## src/rtl/w25q64_cmd_ctrl.sv

```systemverilog
// W25Q64 command sequencer: expands single-cycle user requests into WREN / command / RDSR-poll SPI frame chains.
// Latency: frame start one cycle after accept or after CS gap; backpressure: issue stalls while the driver is busy, requests only taken when o_ready.
module w25q64_cmd_ctrl #(
    parameter int          CS_GAP   = 4,
    parameter logic [15:0] POLL_MAX = 16'd50000
) (
    input  logic        i_sys_clk,
    input  logic        i_reset,
    input  logic        i_req,
    input  logic [1:0]  i_op,
    input  logic [23:0] i_addr,
    input  logic [7:0]  i_wdata,
    output logic        o_ready,
    output logic        o_done,
    output logic        o_err,
    output logic [23:0] o_rdata,
    output logic        o_spi_en,
    output logic [5:0]  o_spi_len,
    output logic [39:0] o_spi_tx_data,
    input  logic        i_spi_busy,
    input  logic        i_spi_done,
    input  logic [39:0] i_spi_rx_data
);

    localparam logic [1:0] OP_READ  = 2'd0;
    localparam logic [1:0] OP_PROG  = 2'd1;
    localparam logic [1:0] OP_ERASE = 2'd2;
    localparam logic [1:0] OP_JEDEC = 2'd3;

    localparam logic [7:0] CMD_READ  = 8'h03;
    localparam logic [7:0] CMD_PROG  = 8'h02;
    localparam logic [7:0] CMD_ERASE = 8'h20;
    localparam logic [7:0] CMD_JEDEC = 8'h9F;
    localparam logic [7:0] CMD_WREN  = 8'h06;
    localparam logic [7:0] CMD_RDSR  = 8'h05;

    localparam logic [15:0] GAP_LAST = (CS_GAP > 1) ? 16'(CS_GAP - 1) : 16'd0;

    typedef enum logic [3:0] {
        ST_IDLE,
        ST_WREN_ISSUE,
        ST_WREN_WAIT,
        ST_CMD_ISSUE,
        ST_CMD_WAIT,
        ST_POLL_ISSUE,
        ST_POLL_WAIT,
        ST_GAP,
        ST_FINISH
    } state_t;

    state_t      state;
    state_t      gap_next;
    logic [1:0]  op;
    logic [23:0] addr;
    logic [7:0]  wdata;
    logic [15:0] poll_cnt;
    logic [15:0] gap_cnt;
    logic        err_pend;

    logic [39:0] cmd_frame;
    logic [5:0]  cmd_len;
    logic        write_op;
    logic        frame_done;
    logic        unused_rx;

    // A done coinciding with our own start pulse belongs to an older frame.
    assign frame_done = i_spi_done && !o_spi_en;
    assign write_op   = (op == OP_PROG) || (op == OP_ERASE);
    assign unused_rx  = ^i_spi_rx_data[39:24];

    always_comb begin
        cmd_frame = {CMD_READ, addr, 8'h00};
        cmd_len   = 6'd40;
        case (op)
            OP_PROG: begin
                cmd_frame = {CMD_PROG, addr, wdata};
                cmd_len   = 6'd40;
            end
            OP_ERASE: begin
                cmd_frame = {CMD_ERASE, addr, 8'h00};
                cmd_len   = 6'd32;
            end
            OP_JEDEC: begin
                cmd_frame = {CMD_JEDEC, 32'h0};
                cmd_len   = 6'd32;
            end
            default: ;
        endcase
    end

    always_ff @(posedge i_sys_clk) begin
        if (i_reset) begin
            state         <= ST_IDLE;
            gap_next      <= ST_IDLE;
            op            <= OP_READ;
            addr          <= 24'h0;
            wdata         <= 8'h0;
            poll_cnt      <= 16'h0;
            gap_cnt       <= 16'h0;
            err_pend      <= 1'b0;
            o_ready       <= 1'b1;
            o_done        <= 1'b0;
            o_err         <= 1'b0;
            o_rdata       <= 24'h0;
            o_spi_en      <= 1'b0;
            o_spi_len     <= 6'd0;
            o_spi_tx_data <= 40'h0;
        end else begin
            o_spi_en <= 1'b0;
            o_done   <= 1'b0;
            o_err    <= 1'b0;
            case (state)
                ST_IDLE: begin
                    if (o_ready && i_req) begin
                        op       <= i_op;
                        addr     <= i_addr;
                        wdata    <= i_wdata;
                        poll_cnt <= 16'h0;
                        err_pend <= 1'b0;
                        o_ready  <= 1'b0;
                        state    <= ((i_op == OP_PROG) || (i_op == OP_ERASE)) ? ST_WREN_ISSUE
                                                                              : ST_CMD_ISSUE;
                    end else begin
                        o_ready <= 1'b1;
                    end
                end
                ST_WREN_ISSUE: begin
                    if (!i_spi_busy) begin
                        o_spi_en      <= 1'b1;
                        o_spi_tx_data <= {CMD_WREN, 32'h0};
                        o_spi_len     <= 6'd8;
                        state         <= ST_WREN_WAIT;
                    end
                end
                ST_WREN_WAIT: begin
                    if (frame_done) begin
                        gap_cnt  <= 16'h0;
                        gap_next <= ST_CMD_ISSUE;
                        state    <= ST_GAP;
                    end
                end
                ST_CMD_ISSUE: begin
                    if (!i_spi_busy) begin
                        o_spi_en      <= 1'b1;
                        o_spi_tx_data <= cmd_frame;
                        o_spi_len     <= cmd_len;
                        state         <= ST_CMD_WAIT;
                    end
                end
                ST_CMD_WAIT: begin
                    if (frame_done) begin
                        if (write_op) begin
                            gap_cnt  <= 16'h0;
                            gap_next <= ST_POLL_ISSUE;
                            state    <= ST_GAP;
                        end else begin
                            o_rdata <= (op == OP_JEDEC) ? i_spi_rx_data[23:0]
                                                        : {16'h0, i_spi_rx_data[7:0]};
                            state   <= ST_FINISH;
                        end
                    end
                end
                ST_POLL_ISSUE: begin
                    if (!i_spi_busy) begin
                        o_spi_en      <= 1'b1;
                        o_spi_tx_data <= {CMD_RDSR, 32'h0};
                        o_spi_len     <= 6'd16;
                        poll_cnt      <= poll_cnt + 16'd1;
                        state         <= ST_POLL_WAIT;
                    end
                end
                ST_POLL_WAIT: begin
                    if (frame_done) begin
                        if (!i_spi_rx_data[0]) begin
                            state <= ST_FINISH;
                        end else if (poll_cnt < POLL_MAX) begin
                            gap_cnt  <= 16'h0;
                            gap_next <= ST_POLL_ISSUE;
                            state    <= ST_GAP;
                        end else begin
                            err_pend <= 1'b1;
                            state    <= ST_FINISH;
                        end
                    end
                end
                ST_GAP: begin
                    if (gap_cnt >= GAP_LAST) begin
                        state <= gap_next;
                    end else begin
                        gap_cnt <= gap_cnt + 16'd1;
                    end
                end
                ST_FINISH: begin
                    o_done <= 1'b1;
                    o_err  <= err_pend;
                    state  <= ST_IDLE;
                end
                default: state <= ST_IDLE;
            endcase
        end
    end

    a_spi_en_single: assert property (@(posedge i_sys_clk) disable iff (i_reset)
        o_spi_en |=> !o_spi_en);

endmodule

```

## config.mk

```make
export PLATFORM = sky130hd
export DESIGN_NAME = w25q64_cmd_ctrl
export DESIGN_NICKNAME = d
export VERILOG_FILES = /design/src/rtl/w25q64_cmd_ctrl.sv
export SDC_FILE = /design/constraint.sdc
export NUM_CORES = 1
export LEC_CHECK = 0
export ABC_CLOCK_PERIOD_IN_PS = 3090
export CAP_MARGIN = 5
export CELL_PAD_IN_SITES_DETAIL_PLACEMENT = 0
export CELL_PAD_IN_SITES_GLOBAL_PLACEMENT = 1
export CORE_UTILIZATION = 30
export DETAILED_ROUTE_END_ITERATION = 10
export PLACE_DENSITY = 0.67
export SYNTH_ARGS = -nofsm -noshare
export SYNTH_HDL_FRONTEND = slang
export SYNTH_SLANG_ARGS = --single-unit
```

## constraint.sdc

```tcl
create_clock -name i_sys_clk -period 3.09 [get_ports i_sys_clk]
set_input_delay 0.618 -clock i_sys_clk [delete_from_list [all_inputs] [get_ports i_sys_clk]]
set_output_delay 0.618 -clock i_sys_clk [all_outputs]
set_load 0.01 [all_outputs]
```

* Word-level counts from Yosys, hierarchy flattened *
Index checks and enable logic that the tools add are counted.

word-level totals
  flip-flop bits (word level) = 149
  word-level logic and storage cells = 121

operators by class
  muxes and demuxes = 50
  equal/unequal tests = 26
  add/sub/neg operators = 2
  $lt $le $gt $ge = 2
  bitwise logic cells = 3
  reductions and logical operators = 23

operators with widths
  cell                   number
  $pmux 40 s3            2
  $mux 16                9
  $mux 40                3
  $mux 4                 18
  $pmux 16 s4            1
  $add 16x1->16 const B  2
  $pmux 16 s2            1
  $pmux 4 s8             1
  $ne 2x2->1 const B     13
  $mux 24                1
  $mux 6                 3
  $pmux 6 s3             1
  $eq 4x3->1 const B     4
  $ge 16x2->1 const B    1
  $lt 16x16->1 const B   1
  $reduce_and 8->1       2
  $pmux 4 s3             1
  $eq 4x2->1 const B     2
  $mux 1                 7
  $reduce_and 7->1       1
  $eq 2x2->1 const B     3
  $reduce_and 3->1       2
  $reduce_bool 3->1      2
  $reduce_or 2->1        3
  16 further kinds       22

* Depth between registers and ports, before layout *
Gate-level depths: netlist (run 1).

  depth after elaboration = 5
  mapped depth = 8

* Worst setup path before layout (run 1) *
Ideal clock, no wire load.

  path kind = register to register
  start = reg op[0]
  end = reg gap_cnt[4]
  data arrival time = 1.704 ns
  buffers on the path = 1
  path slack = 1.269 ns
  clock period less this slack = 1.821 ns
  stages on the path, launching flop included = 9
  path through = dfxtp_1 -> inv_1 -> ha_1 -> a22oi_1 -> nand3_1 -> and2_1 -> buf_6 -> a41oi_1 -> nor2_1

on the way
  longest elaborated chain between the ends = 4
  elaborated cells between the ends (all ways) = 5
  those cells by class = eq/ne (3); reduce/logical (2)

RTL lines
  item                                             RTL line  text
  start, declared                                  53        logic [1:0] op;
  start signal, assigned                           115       op <= i_op;
  $eq 2x1->1 / $eq 2x2->1 (equally long branches)  68        assign write_op = (op == OP_PROG) || (op == OP_ERASE);
  $logic_or 1x1->1 *                               68
  $ne 2x2->1 (no source line) *                    --
  $reduce_and 8->1 (no source line) *              --
  end signal, assigned                             190       gap_cnt <= gap_cnt + 16'd1;
  end, declared                                    57        logic [15:0] gap_cnt;

Every way passes the cells marked *; elsewhere a longest branch is shown, timed or not.
A chain may end at the register's enable or synchronous reset.

* Final worst setup path (run 1) *
  start = reg state[2]
  end = reg gap_cnt[4]

on the way
  longest elaborated chain between the ends = 3
  elaborated cells between the ends (all ways) = 14
  those cells by class = eq/ne (11); mux (1); reduce/logical (2)

RTL lines
  item                                                                     RTL line  text
  start, declared                                                          51        state_t state;
  start signal, assigned                                                   121       state <= ((i_op == OP_PROG) || (i_op == OP_ERASE)) ? ST_WREN_ISSUE
  start signal, assigned                                                   188       state <= gap_next;
  $eq 4x3->1 / $eq 4x2->1 (equally long branches)                          112       case (state)
  $reduce_bool 4->1 (no source line) / $ne 2x2->1 (equally long branches)  --
  $reduce_and 8->1 (no source line)                                        --

Several ways; a longest one is shown, not always the timed one.

==> results_dict.tcl, run 1 <==
set metrics [dict create \
    status "completed" \
    synth_fa_ha_area_share_pct 1.58 \
    period_minus_slack_ns 2.30 \
    route.detailed.drc 0 \
    slew_viol_final 0 \
    cts-buffers-inserted 17 \
    cp.required_ns 3.38 \
    ys_types 51 \
    synthArstFlopShare_pct 0 \
    drt_pass1_iterations 4 \
    final-seq-area_mm2 0.00284 \
    start_kind "flop" \
    synth_compound_area_share_pct 16.0 \
    synth-xor-area-share_pct 2.37 \
    fin_nets 851 \
    postRouteAntennaNets 0 \
    slew_headroom_pct 53.7 \
    max_freq_ghz 0.436 \
    synthFlopType "dfxtp_1" \
    fillers 1782 \
    path_clk_slew_ns 0.06 \
    area_delta_synth_final_pct 37.2 \
    arrival_ns 2.58 \
    synth_warnings 0 \
    p_leak_uw 0.00269 \
    synth_edf_count 0 \
    htreeDepth 4 \
    fin_skew_ns 0.00888 \
    grt_overflow 0 \
    cpPeakStageDelay_ns 0.66 \
    dieArea_mm2 0.0190 \
    critPathKind "reg -> reg" \
    hold_slack_ns 0.453 \
    finalCritPeriodShare_pct 74.3 \
    cp-end-kind "flop" \
    critPathTopFamily "simple AND/OR/NAND/NOR gates" \
    cts_tree "yes" \
    yosysTopAreaCellShare_pct 51.3 \
    num_vias 4832 \
    rsz0062_at_grt "false" \
    path_cells "inv_2 -> nor3_1 -> nand3_1 -> and2_1 -> a41oi_1 -> nor2_1" \
    place_hpwl_um 9960 \
    insertion_delay_ns 0.41 \
    die_y_um 138 \
    path_max_fanout 15 \
    grt_max_degree 42 \
    clkSinkCount 142 \
    ir_drop_mv 0.450 \
    tightest_slew_ns 0.695 \
    utilization_pct 42.2 \
    clk_path_buf_depth 2 \
    netlist_instances 647 \
    die_w_um 138 \
    final_cell_mix "dfxtp_1, clkdlybuf4s50_1, nand2_1" \
    tns_ns 0 \
    std_cell_rows 49 \
    cts-root-buf "clkbuf_16" \
    netlist_area_mm2 0.00554 \
    post_cts_resized 0 \
    synth-simple-area-share_pct 23.7 \
    synth.mux.area_fraction_pct 0.181 \
    initial_core_util_pct 30.7 \
    ys_seq_area_share_pct 51.3 \
    synth-seq-cells 142 \
    grt_antenna_before_repair 0 \
    grt_pass1_vias 4575 \
    avgSynthCellArea_um2 8.57 \
    portBuffers 132 \
    postCtsHoldBufs 0 \
    powerDensity_mw_per_mm2 685 \
    ys_top_cells_by_area "dfxtp_1, nand2_1, a21oi_1" \
    cts_setup_buffers 0 \
    maxCapViolations 0 \
    wl_um 14400 \
    stdcell_area_mm2 0.00760 \
    drive_above_1_share_pct 6.94 \
    io_pins 153 \
    cp_slowest_cell "dfxtp_1" \
    fp.coreArea_mm2 0.0180 \
    final-setup-viol-count 0 \
    power_uw 5210 \
    hold_class "reg -> reg" \
    final_common_cell "dfxtp_1" \
    num_antenna_cells 0 \
    via_per_inst 4.80 \
    multi_input_area_mm2 0.00244 \
    synth_top_family_by_area "simple AND/OR/NAND/NOR gates" \
    synth.largest_area_cell "dfxtp_1" \
    grt_usage_pct 15.4 \
    path_buf_inv 1 \
    dr.first_iter.drc_count 243 \
    grt_pass1_wl_um 22600 \
    place_congestion 0.784 \
    finalHoldViolCount 0 \
    wire_per_inst_um 14.3 \
    place_area_mm2 0.00699 \
]
power breakdown:
group / total (uW) / switching [uW] / internal [uW]
Sequential: 2130 / 142 / 1990
Combinational: 978 / 602 / 376
Clock: 2090 / 761 / 1330
Total: 5210 / 1500 / 3700
flip-flops by register name, summed over array words and instances, names as in the netlist:
register       count
o_rdata           24
o_ready            1
op                 2
addr              24
state              4
wdata              8
gap_cnt           16
o_spi_tx_data     37
poll_cnt          16
err_pend           1
o_err              1
o_spi_len          3
o_done             1
o_spi_en           1
gap_next           3
Yosys cell counts (2+ instances only):
cell type / n
and3_1: 5
nand2b_1: 2
nor3b_4: 2
dfxtp_1: 142
xnor2_1: 4
inv_1: 5
nand4_1: 7
nor4_1: 5
a21oi_1: 78
o21ai_0: 12
ha_1: 7
xor2_1: 11
and2_1: 9
and4_1: 2
a41oi_1: 5
nor2_1: 75
nor3_1: 10
a211oi_1: 2
buf_4: 10
o211ai_1: 3
clkbuf_1: 27
nand2_1: 121
a31oi_1: 3
a22oi_1: 33
buf_2: 6
or3_1: 6
inv_2: 2
buf_6: 3
nand3_1: 28
routing by layer:
layer	routed length, um	up-vias	global-route usage (%)	part of all wire (%)
met2	6910	91	25.4	48
li1	-	2447	-	-
met4	195	0	5.25	1.4
met1	6620	2282	19.3	46
met3	656	12	4.02	4.6
met5	0	-	0	0
cell families after synthesis:
| logic type | after synthesis |
|---|---|
| AOI/OAI and AO/OA | 146 |
| DFF | 142 |
| muxes | 1 |
| xor gates and xnor gates | 15 |
| adders and majority gates | 7 |
| and+or+nand+nor | 282 |
| buffers and inverters | 53 |
| other | 1 |
area by class of cell:
type,instances,share of cell area [%]
repair buffers,142,18.3
inverters,7,0.346
well taps,229,3.77
clock buffers,22,6.24
multi-input cells,455,32.1
clock inverters,10,1.79
flip-flops and latches,142,37.4
path summary, 6_finish.rpt:
check | startpoint | slack [ns] | to | cells past startpoint
hold reg to reg | wdata[3] | 0.45 | wdata[3] | 2
setup / recovery | state[2] | 0.79 | gap_cnt[4] | 6
hold / removal | wdata[3] | 0.45 | wdata[3] | 2
setup reg to reg | state[2] | 0.79 | gap_cnt[4] | 6
metrics by stage:
| step | setup slack (ns) | cells |
|---|---|---|
| finish | 0.795 | 1007 |
| global route | 0.582 | 1007 |
| CTS | 0.781 | 1007 |
| detailed placement | 0.442 | 975 |
| global placement | 0.491 | 975 |
| floorplan | 1.27 | 650 |
worst register-to-register path: stages, from the launching register on:
cell and delay, ns:
dfxtp_1 0.66, inv_2 0.13, nor3_1 0.36, nand3_1 0.34, and2_1 0.38, a41oi_1 0.26
nor2_1 0.06
Power figures use the tool's default switching activity.
==> run 2, diff against run 1 <==
- ABC_CLOCK_PERIOD_IN_PS: 3090 -> 2300
- clock period: 3.09 -> 2.3 ns (I/O delays scaled with it)
==> run 2 against run 1 <==
Die area is the same. Fmax rose by 10%. Critical path type unchanged. Critical endpoint is now o_spi_tx_data[0]. Sequential share of layout area fell by 0.79 points. First-iteration DRC count is 2.9% higher.
==> results_dict.tcl, run 2 (same netlist as run 1, synthesis figures left out) <==
set metrics [dict create \
    clk_path_buf_depth 2 \
    rsz0062_at_grt "false" \
    cpPeakStageDelay_ns 0.63 \
    grt_antenna_before_repair 0 \
    tns_ns 0 \
    cp_slowest_cell "dfxtp_1" \
    cts-buffers-inserted 17 \
    powerDensity_mw_per_mm2 932 \
    reg_top3 "o_spi_tx_data (37), addr (24), o_rdata (24)" \
    slew_headroom_pct 54.2 \
    max_freq_ghz 0.481 \
    period_minus_slack_ns 2.08 \
    path_max_fanout 11 \
    initial_core_util_pct 30.7 \
    slew_viol_final 0 \
    finalCritPeriodShare_pct 90.5 \
    cp.required_ns 2.65 \
    ir_drop_mv 0.524 \
    cts-root-buf "clkbuf_16" \
    place_hpwl_um 10100 \
    largest_reg_flops 37 \
    grt_usage_pct 15.6 \
    cp-end-kind "flop" \
    internal-power_uw 5200 \
    p_sw_share_pct 28.1 \
    utilization_pct 43.1 \
    rr_startpoint "state[1]" \
    maxCapViolations 0 \
    worstSetupStartpoint "state[1]" \
    power_uw 7240 \
    num_vias 4985 \
    finalHoldViolCount 0 \
    die_w_um 138 \
    hold_class "in -> reg" \
    clkPwrFrac_pct 40.6 \
    wl_um 14500 \
    area_delta_synth_final_pct 40.2 \
    wire_per_inst_um 14.2 \
    fin_skew_ns 0.00571 \
    p_leak_uw 0.00279 \
    critPathKind "reg -> reg" \
    status "completed" \
    grt_overflow 0 \
    clkSinkCount 142 \
    rrSetupSlack_ns 0.22 \
    portBuffers 132 \
    path_cells "inv_2 -> nor3_1 -> nand2_2 -> nor3b_4 -> a22oi_1 -> nor2_1" \
    p_seq_share_pct 39.4 \
    setup_ws_ns 0.219 \
    dieArea_mm2 0.0190 \
    insertion_delay_ns 0.42 \
    route.detailed.drc 0 \
    tightest_slew_ns 0.687 \
    p_switching_uw 2040 \
    final-setup-viol-count 0 \
    grt_max_degree 44 \
    die_y_um 138 \
    dr.first_iter.drc_count 250 \
    regMostFlops "o_spi_tx_data" \
    postRouteAntennaNets 0 \
    grt_pass1_wl_um 22900 \
    place_congestion 0.776 \
    path_clk_slew_ns 0.06 \
    fin_nets 864 \
    arrival_ns 2.43 \
    start_kind "flop" \
    drt_pass1_iterations 4 \
    worstHoldStart "i_reset" \
    fp.coreArea_mm2 0.0180 \
    htreeDepth 4 \
    final_cell_mix "dfxtp_1, clkdlybuf4s50_1, nand2_1" \
    grt_pass1_vias 4620 \
    drive_above_1_share_pct 8.72 \
    p_comb_share_pct 20.0 \
    final_common_cell "dfxtp_1" \
    cts_tree "yes" \
    via_per_inst 4.89 \
    std_cell_rows 49 \
    place_ws_ns -0.000282 \
    io_pins 153 \
    postCtsHoldBufs 0 \
    num_antenna_cells 0 \
]
-- run 2: changes by cell type in the layout (fill, tap and decap cells not counted), sizes merged --
cell | before | now
clkinvlp | 3 | 0
inv | 7 | 8
clkinv | 4 | 5
bufinv | 3 | 4
buf | 11 | 24
-- run 2: power groups by stage --
stage               clock (uW)  sequential, uW  combinational [uW]
detailed placement           0            2900                1450
finish                    2940            2850                1450
CTS                       3000            2850                1460
floorplan                    0            2850                 952
global route              3110            2880                1620
global placement             0            2890                1430
-- run 2: final timing paths --
| path | cells after the start | end |
|---|---|---|
| hold reg to reg | 2 | addr[14] |
| hold / removal | 2 | gap_next[0] |
| setup / recovery | 6 | o_spi_tx_data[0] |
| setup reg to reg | 6 | o_spi_tx_data[0] |
-- run 2: routing by layer --
| layer | track usage (%) | routed length [um] | vias to the layer above | share of wire [%] |
|---|---|---|---|---|
| met5 | 0 | 0 | - | 0 |
| met4 | 7.61 | 390 | 0 | 2.7 |
| met3 | 3.80 | 649 | 26 | 4.5 |
| met2 | 24.3 | 6710 | 130 | 46 |
| met1 | 20.0 | 6790 | 2357 | 47 |
| li1 | - | - | 2472 | - |
-- run 2: what timing repair did --
| action | in CTS | in global routing |
|---|---|---|
| setup endpoints to repair | 0 | 2 |
| gates resized for setup | 0 | 1 |
| setup buffers | 0 | 0 |
| hold endpoints to repair | 0 | 0 |
-- run 2: layout make-up --
| class | count | area, um^2 |
|---|---|---|
| flip-flops and latches | 142 | 2840 |
| fillers | 1749 | 10300 |
| well taps | 229 | 287 |
| multi-input cells | 455 | 2440 |
| clock inverters | 10 | 158 |
| inverters | 7 | 26.3 |
| repair buffers | 155 | 1530 |
| clock buffers | 22 | 484 |
-- run 2: stage by stage --
step / std cells / cell area, um^2 / hold slack [ns]
after floorplan: 650 / 5550 / 0.431
after global placement: 988 / 7130 / 0.438
after detailed placement: 988 / 7130 / 0.445
after CTS: 1020 / 7770 / 0.446
after global routing: 1020 / 7770 / 0.469
final: 1020 / 7770 / 0.452
-- run 2: critical path, delay by kind of cell, from the launching register on --
kind | cells | cell delay (ns)
buf+inv | 1 | 0.13
flops | 1 | 0.63
compound gates | 1 | 0.12
simple gates | 4 | 1.14
==> run 3, diff against run 2 <==
- SLEW_MARGIN: default -> 20
==> results of run 3 <==
Final layout, timing and power as in run 2 (identical DEF).
